File: src/rtl/div_iter_pkg.sv
// Shared constants for the iterative radix-2 divider: width, state encoding,
// iteration count and the special-case result values.
package div_iter_pkg;

   localparam int W         = 32;
   localparam int DIV_STEPS = 32;

   localparam logic [1:0] S_IDLE = 2'd0;
   localparam logic [1:0] S_DIV  = 2'd1;
   localparam logic [1:0] S_FIX  = 2'd2;
   localparam logic [1:0] S_DONE = 2'd3;

   localparam logic [4:0]   LAST_STEP = 5'(DIV_STEPS - 1);
   localparam logic [W-1:0] Q_DIV0    = {W{1'b1}};
   localparam logic [W-1:0] MIN_INT   = {1'b1, {(W-1){1'b0}}};

   // Unsigned magnitude; the most negative value maps onto itself, which is
   // exactly its unsigned magnitude.
   function automatic logic [W-1:0] mag(input logic [W-1:0] v, input logic neg);
      return neg ? (~v + 1'b1) : v;
   endfunction

endpackage

File: src/rtl/div_iter_step.sv
// One restoring-division step: shift the next dividend bit into the partial
// remainder, trial-subtract the divisor and keep the difference if it fits.
module div_iter_step
   import div_iter_pkg::*;
(
   input  logic [W:0]   i_p,
   input  logic         i_q_msb,
   input  logic [W-1:0] i_d,
   output logic [W:0]   o_p,
   output logic         o_q_bit
);

   logic [W+1:0] w_shift;
   logic [W+1:0] w_trial;

   assign w_shift = {i_p, i_q_msb};
   assign w_trial = w_shift - {2'b00, i_d};

   // A clear sign bit means the divisor fits into the shifted remainder.
   assign o_q_bit = ~w_trial[W+1];
   assign o_p     = o_q_bit ? w_trial[W:0] : w_shift[W:0];

endmodule

File: src/rtl/div_iter.sv
// Iterative 32-bit divider: 32 restoring steps on operand magnitudes, then a
// fixup cycle for signs, divide-by-zero and signed overflow.
module div_iter
   import div_iter_pkg::*;
(
   input  logic         clk,
   input  logic         reset,
   input  logic         req,
   output logic         ready,
   input  logic         x_signed,
   input  logic         y_signed,
   input  logic [W-1:0] x,
   input  logic [W-1:0] y,
   output logic         valid,
   output logic [W-1:0] q,
   output logic [W-1:0] r
);

   logic [1:0]   r_state;
   logic [4:0]   r_count;
   logic [W:0]   r_p;
   logic [W-1:0] r_q;
   logic [W-1:0] r_d;
   logic [W-1:0] r_x_orig;
   logic         r_xneg;
   logic         r_yneg;
   logic         r_ovf;
   logic         r_valid;
   logic [W-1:0] r_q_out;
   logic [W-1:0] r_r_out;

   logic         w_accept;
   logic [W:0]   w_next_p;
   logic         w_q_bit;
   logic         w_xneg;
   logic         w_yneg;

   assign ready    = (r_state == S_IDLE) || (r_state == S_DONE);
   assign valid    = r_valid;
   assign q        = r_q_out;
   assign r        = r_r_out;
   assign w_accept = ready & req;
   assign w_xneg   = x_signed & x[W-1];
   assign w_yneg   = y_signed & y[W-1];

   div_iter_step u_step (
      .i_p     (r_p),
      .i_q_msb (r_q[W-1]),
      .i_d     (r_d),
      .o_p     (w_next_p),
      .o_q_bit (w_q_bit)
   );

   always_ff @(posedge clk or posedge reset) begin
      if (reset) begin
         r_state  <= S_IDLE;
         r_count  <= '0;
         r_p      <= '0;
         r_q      <= '0;
         r_d      <= '0;
         r_x_orig <= '0;
         r_xneg   <= 1'b0;
         r_yneg   <= 1'b0;
         r_ovf    <= 1'b0;
         r_valid  <= 1'b0;
         r_q_out  <= '0;
         r_r_out  <= '0;
      end else begin
         case (r_state)
            S_DIV: begin
               r_p     <= w_next_p;
               r_q     <= {r_q[W-2:0], w_q_bit};
               r_count <= r_count + 5'd1;
               if (r_count == LAST_STEP) r_state <= S_FIX;
            end
            S_FIX: begin
               // Divide-by-zero wins over overflow; both bypass the sign fixup.
               if (r_d == '0) begin
                  r_q_out <= Q_DIV0;
                  r_r_out <= r_x_orig;
               end else if (r_ovf) begin
                  r_q_out <= MIN_INT;
                  r_r_out <= '0;
               end else begin
                  r_q_out <= (r_xneg ^ r_yneg) ? (~r_q + 1'b1) : r_q;
                  r_r_out <= r_xneg ? (~r_p[W-1:0] + 1'b1) : r_p[W-1:0];
               end
               r_valid <= 1'b1;
               r_state <= S_DONE;
            end
            default: begin
               if (w_accept) begin
                  r_xneg   <= w_xneg;
                  r_yneg   <= w_yneg;
                  r_q      <= mag(x, w_xneg);
                  r_d      <= mag(y, w_yneg);
                  r_x_orig <= x;
                  r_ovf    <= x_signed & y_signed & (x == MIN_INT) & (y == Q_DIV0);
                  r_p      <= '0;
                  r_count  <= '0;
                  r_valid  <= 1'b0;
                  r_state  <= S_DIV;
               end
            end
         endcase
      end
   end

endmodule

File: config.mk
export PLATFORM = sky130hd
export DESIGN_NAME = div_iter
export DESIGN_NICKNAME = d
export VERILOG_FILES = /design/src/rtl/div_iter_pkg.sv /design/src/rtl/div_iter_step.sv /design/src/rtl/div_iter.sv
export SDC_FILE = /design/constraint.sdc
export NUM_CORES = 1
export LEC_CHECK = 0
export ABC_CLOCK_PERIOD_IN_PS = 17800
export BUFFER_PORTS_ARGS = -buffer_cell sky130_fd_sc_hd__buf_2
export CAP_MARGIN = 5
export CORE_MARGIN = 2
export CORE_UTILIZATION = 30
export DETAILED_ROUTE_END_ITERATION = 6
export PLACE_DENSITY_LB_ADDON = 0.1
export SETUP_SLACK_MARGIN = 0.05
export SLEW_MARGIN = 25
export SYNTH_ARGS = -nofsm -noshare
export SYNTH_HDL_FRONTEND = slang
export SYNTH_HIERARCHICAL = 1
export SYNTH_SLANG_ARGS = --single-unit
File: constraint.sdc
create_clock -name clk -period 17.8 [get_ports clk]
set_input_delay 4.45 -clock clk [delete_from_list [all_inputs] [get_ports clk]]
set_output_delay 4.45 -clock clk [all_outputs]
set_load 0.01 [all_outputs]
==> reports/summary.md <==
The layout cell share with drive strength beyond 1 came out at 14.1%. The worst setup path startpoint is y[31]. The logs give 0 for the number of buffers inserted to repair setup after CTS and 1,736 for the number of nets in the synthesized netlist. The tools report the routability congestion estimate as 0.851.

Estimated wirelength of the detail-placed design: 32,700 um. The tightest min-delay check is of the reg -> reg type. The initial utilization of the core area, before any placement, comes to 30.4%. The share of synthesized area spent on multiplexers is 3.86%, and the DRC violations left is 0. The final layout contains routed wiring with a total length of 44,500 um. For the worst-skew pair, the clock arrives at the later sink with an insertion delay of 0.55 ns. The design draws 0.00351 W. Global routing used 18.7% of the available tracks across all layers.

The synthesized netlist devotes 21.6% of its cell area to simple gates. Max-cap violations in this run came to 0. Entering global routing, the biggest net connects 87 pins.

The most critical setup path has its endpoint at r_ovf. The synthesized area per cell came out at 8.52 um2. The flow ran to the end, and the final reports show no timing, DRC or antenna violations. In this run the worst path has a maximum fanout of 28. Synthesis produced a netlist whose cell count is 1,624. At the worst endpoint, the required time is 18.27 ns.

By area, the combinational part of the netlist is dominated by simple AND/OR/NAND/NOR gates. The main flop type after synthesis is sky130_fd_sc_hd__dfrtp_1. The fraction of the mapped netlist area in compound gates works out to 20.5%.

Final cycle utilization of the critical path: 35.8%. The worst setup skew after layout is 0.0144 ns. The number of top-level design ports was 135; the post-cts repair resize count was 0. TritonCTS built the clock tree. The clock net in this run drives a total of 204 sinks.

Sequential elements use 36.9% of the synthesized area. For the arrival time at the worst endpoint, the log shows 6.84 ns. Number of buffers inserted by hold repair at cts: 0.

From synthesis to final layout, the design area changed by 16.4%. At the pin with the least slew margin, the transition time is 1.04 ns. The worst setup path is of the in -> reg kind. The synthesized netlist devotes 7.66% of its cell area to XOR and XNOR gates.

Setup violations remaining at the end of the flow were counted as 0. The number of standard-cell rows in the floorplan was 78. The root buffer cell chosen for the clock tree is sky130_fd_sc_hd__clkbuf_16. No sink is reached through more buffers than the 3 on the longest clock path.

The synthesized area was 13,800 um2; the share of flip-flops with an asynchronous set or reset was 100%. The worst pin sits at a relative slew slack of 30.2%. Setup total negative slack: 0 ns. The number of levels the H-tree was split into is 1. Summed over all cells, the static leakage comes to 6.92 nW. The area of the core region is 45,500 um2, and the die width is 219 um.

By area the synthesized netlist is led by sky130_fd_sc_hd__dfrtp_1, sky130_fd_sc_hd__nand2_1, sky130_fd_sc_hd__xnor2_1. The synthesized netlist devotes 3.94% of its cell area to adder and majority cells. Clock-pin slew was measured on the worst setup and hold paths at 0.06 ns. Worst-case reg-to-reg path depth: 11. The mean routed wirelength per cell is 19.1 um, and the count of flip-flops with a built-in enable after synthesis is 0. The unique cell type count in the Yosys netlist was 83; the yosys synthesis warning count was 6. The global-route congestion overflow total is 0. The post-synthesis sequential element count was 204; the total CTS buffers was 28.

The type of element capturing the critical path was a register. For this run, the detailed router's first-pass iteration total came to 5. The first global-routing pass estimated 70,800 um of wire. STA classifies the critical path startpoint as an input pin. Destination of the worst register-to-register timing path: r_p[6].

The power density over the cells works out to 218 nW/um2. The tools report the total via count in the routed design as 12,300. sky130_fd_sc_hd__dfrtp_1 takes more of the synthesized area than any other cell. 0 antenna diodes ended up in the layout. Based on the critical path, the design can be clocked at up to 157 MHz. The detailed router finished its first iteration with 739 violations. Once detail routing completed, the nets flagged for antenna violations numbered 0.

IR analysis of the VDD net gives a maximum drop of 0.102 mV. The run gives 0 as the total count of hold-check failures in the final report. For flop-to-flop paths, the worst setup slack is 14.06 ns. The initial antenna violation count was 0; the quantity of I/O buffers inserted on ports was 134. After layout, the minimum clock period comes to 6.37 ns. The tools report the number of nets at the end of the flow as 1,816. The die outline height works out to 219 um.

Number of global-route vias before repair: 12,200. The max-slew violation total from the final report is 0. Setup repair after global routing left no endpoint under its margin. The floorplan step defined a die boundary enclosing 47,800 um2.

Using the TritonRoute via totals, the vias-per-cell ratio works out to 5.28. The proportion of netlist area held by the largest area contributor is 36.9%. The startpoint identified for the worst register-to-register timing path is r_q[31].
-- how the worst min path moves through the flow --
stage	start	to	slack [ns]	cells after the start
2_1_floorplan	r_x_orig[2]	r_x_orig[2]	0.45	2
3_3_place_gp	r_x_orig[28]	r_x_orig[28]	0.46	2
3_5_place_dp	r_x_orig[28]	r_x_orig[28]	0.46	2
4_1_cts	r_x_orig[29]	r_x_orig[29]	0.48	2
5_1_grt	r_x_orig[23]	r_x_orig[23]	0.50	2
6_report	q[6]	q[6]	0.48	1
-- metal layers --
layer	track usage (%)	vias up	routed length, um
met1	25.4	5896	20600
met5	0	-	0
met4	5.43	0	1120
li1	-	6056	-
met3	1.80	64	1560
met2	31.5	253	21100
-- layout by cell type, fill, tap and decap left out, types with 6 or more instances in the layout --
| cell | netlist | layout |
|---|---|---|
| sky130_fd_sc_hd__and3_1 | 19 | 19 |
| sky130_fd_sc_hd__a21oi_1 | 93 | 93 |
| sky130_fd_sc_hd__mux2_1 | 26 | 26 |
| sky130_fd_sc_hd__or2_2 | 6 | 6 |
| sky130_fd_sc_hd__dfrtp_1 | 204 | 204 |
| sky130_fd_sc_hd__nor3_1 | 54 | 54 |
| sky130_fd_sc_hd__a221oi_1 | 7 | 7 |
| sky130_fd_sc_hd__a211oi_1 | 6 | 6 |
| sky130_fd_sc_hd__xor2_1 | 52 | 52 |
| sky130_fd_sc_hd__o22ai_1 | 8 | 8 |
| sky130_fd_sc_hd__clkbuf_8 | 0 | 10 |
| sky130_fd_sc_hd__a31oi_1 | 41 | 41 |
| sky130_fd_sc_hd__nor3b_1 | 6 | 6 |
| sky130_fd_sc_hd__or3_1 | 22 | 22 |
| sky130_fd_sc_hd__buf_2 | 6 | 134 |
| sky130_fd_sc_hd__or4_1 | 25 | 25 |
| sky130_fd_sc_hd__clkbuf_16 | 0 | 29 |
| sky130_fd_sc_hd__nor2b_1 | 16 | 16 |
| sky130_fd_sc_hd__bufinv_16 | 0 | 6 |
| sky130_fd_sc_hd__o41ai_1 | 13 | 12 |
| sky130_fd_sc_hd__o221ai_1 | 20 | 20 |
| sky130_fd_sc_hd__nand2b_1 | 10 | 10 |
| sky130_fd_sc_hd__o31ai_1 | 20 | 20 |
| sky130_fd_sc_hd__nor4_1 | 24 | 22 |
| sky130_fd_sc_hd__o21ai_0 | 99 | 99 |
| sky130_fd_sc_hd__a22o_1 | 32 | 32 |
| sky130_fd_sc_hd__mux2i_1 | 23 | 23 |
| sky130_fd_sc_hd__nand3_1 | 31 | 31 |
| sky130_fd_sc_hd__nor2_1 | 130 | 129 |
| sky130_fd_sc_hd__nand2_1 | 206 | 205 |
| sky130_fd_sc_hd__ha_1 | 42 | 41 |
| sky130_fd_sc_hd__xnor2_1 | 69 | 68 |
| sky130_fd_sc_hd__and2_1 | 7 | 7 |
| sky130_fd_sc_hd__inv_1 | 79 | 78 |
| sky130_fd_sc_hd__a21o_1 | 8 | 8 |
| sky130_fd_sc_hd__a41oi_1 | 21 | 20 |
| sky130_fd_sc_hd__buf_4 | 6 | 15 |
| sky130_fd_sc_hd__nand4_1 | 14 | 14 |
| sky130_fd_sc_hd__o211ai_1 | 10 | 10 |
-- registers in the layout (all words and copies together), names as in the netlist --
register,cells
r_p,33
r_count,5
r_state,2
r_x_orig,32
r_q,32
q,32
r_xneg,1
r,32
valid,1
r_ovf,1
r_d,32
r_yneg,1
-- metrics by stage --
stage               hold WS, ns  area [um2]  setup WS (ns)  std cells  util (%)
finish                    0.478       16100          11.43       2325      35.4
global route              0.504       16100          11.30       2325      35.4
CTS                       0.482       16100          11.39       2324      35.3
detailed placement        0.464       15000          10.82       2273      33.0
global placement          0.459       15000          10.81       2272      32.9
floorplan                 0.446       13800           7.78       1624         -
-- Yosys cell counts, types with 31 or more instances --
library cell and n:
sky130_fd_sc_hd__nand2_1 206, sky130_fd_sc_hd__nand3_1 31, sky130_fd_sc_hd__nor3_1 54, sky130_fd_sc_hd__ha_1 42, sky130_fd_sc_hd__nor2_1 130, sky130_fd_sc_hd__a31oi_1 41, sky130_fd_sc_hd__xnor2_1 69, sky130_fd_sc_hd__xor2_1 52
sky130_fd_sc_hd__a22o_1 32, sky130_fd_sc_hd__inv_1 79, sky130_fd_sc_hd__clkbuf_1 80, sky130_fd_sc_hd__o21ai_0 99, sky130_fd_sc_hd__dfrtp_1 204, sky130_fd_sc_hd__a21oi_1 93
-- critical path, cell delays in order --
cell	delay, ns
sky130_fd_sc_hd__buf_2	0.09
sky130_fd_sc_hd__nand2_1	0.52
sky130_fd_sc_hd__or4_1	0.70
sky130_fd_sc_hd__nor4_1	0.80
sky130_fd_sc_hd__nand4_1	0.15
sky130_fd_sc_hd__o21ai_0	0.11
-- logic make-up (layout without fill, tap and decap cells) --
kind of cell,Yosys count,after routing
buf+inv,182,283
mux,50,50
compound gates,422,422
simple gates,602,602
xor+xnor,121,121
flops,204,204
fa+ha+maj,43,43
-- report_power, final --
part / switching (W) / total [W] / leakage [nW] / internal, W
Combinational: 0.00111 / 0.00193 / 3.89 / 0.000818
Sequential: 0.000247 / 0.000937 / 2.50 / 0.000690
Clock: 0.000220 / 0.000643 / 0.526 / 0.000423
Total: 0.00158 / 0.00351 / 6.92 / 0.00193
-- final cells by class --
type	instances	area [um2]
clock buffer	42	875
clock inverter	9	198
fill	4830	29400
inverter	81	312
multi-input combinational	1238	8020
sequential	204	5100
tap	600	751
timing repair buffer	151	838
No activity file was read; power rests on OpenSTA's default activity.
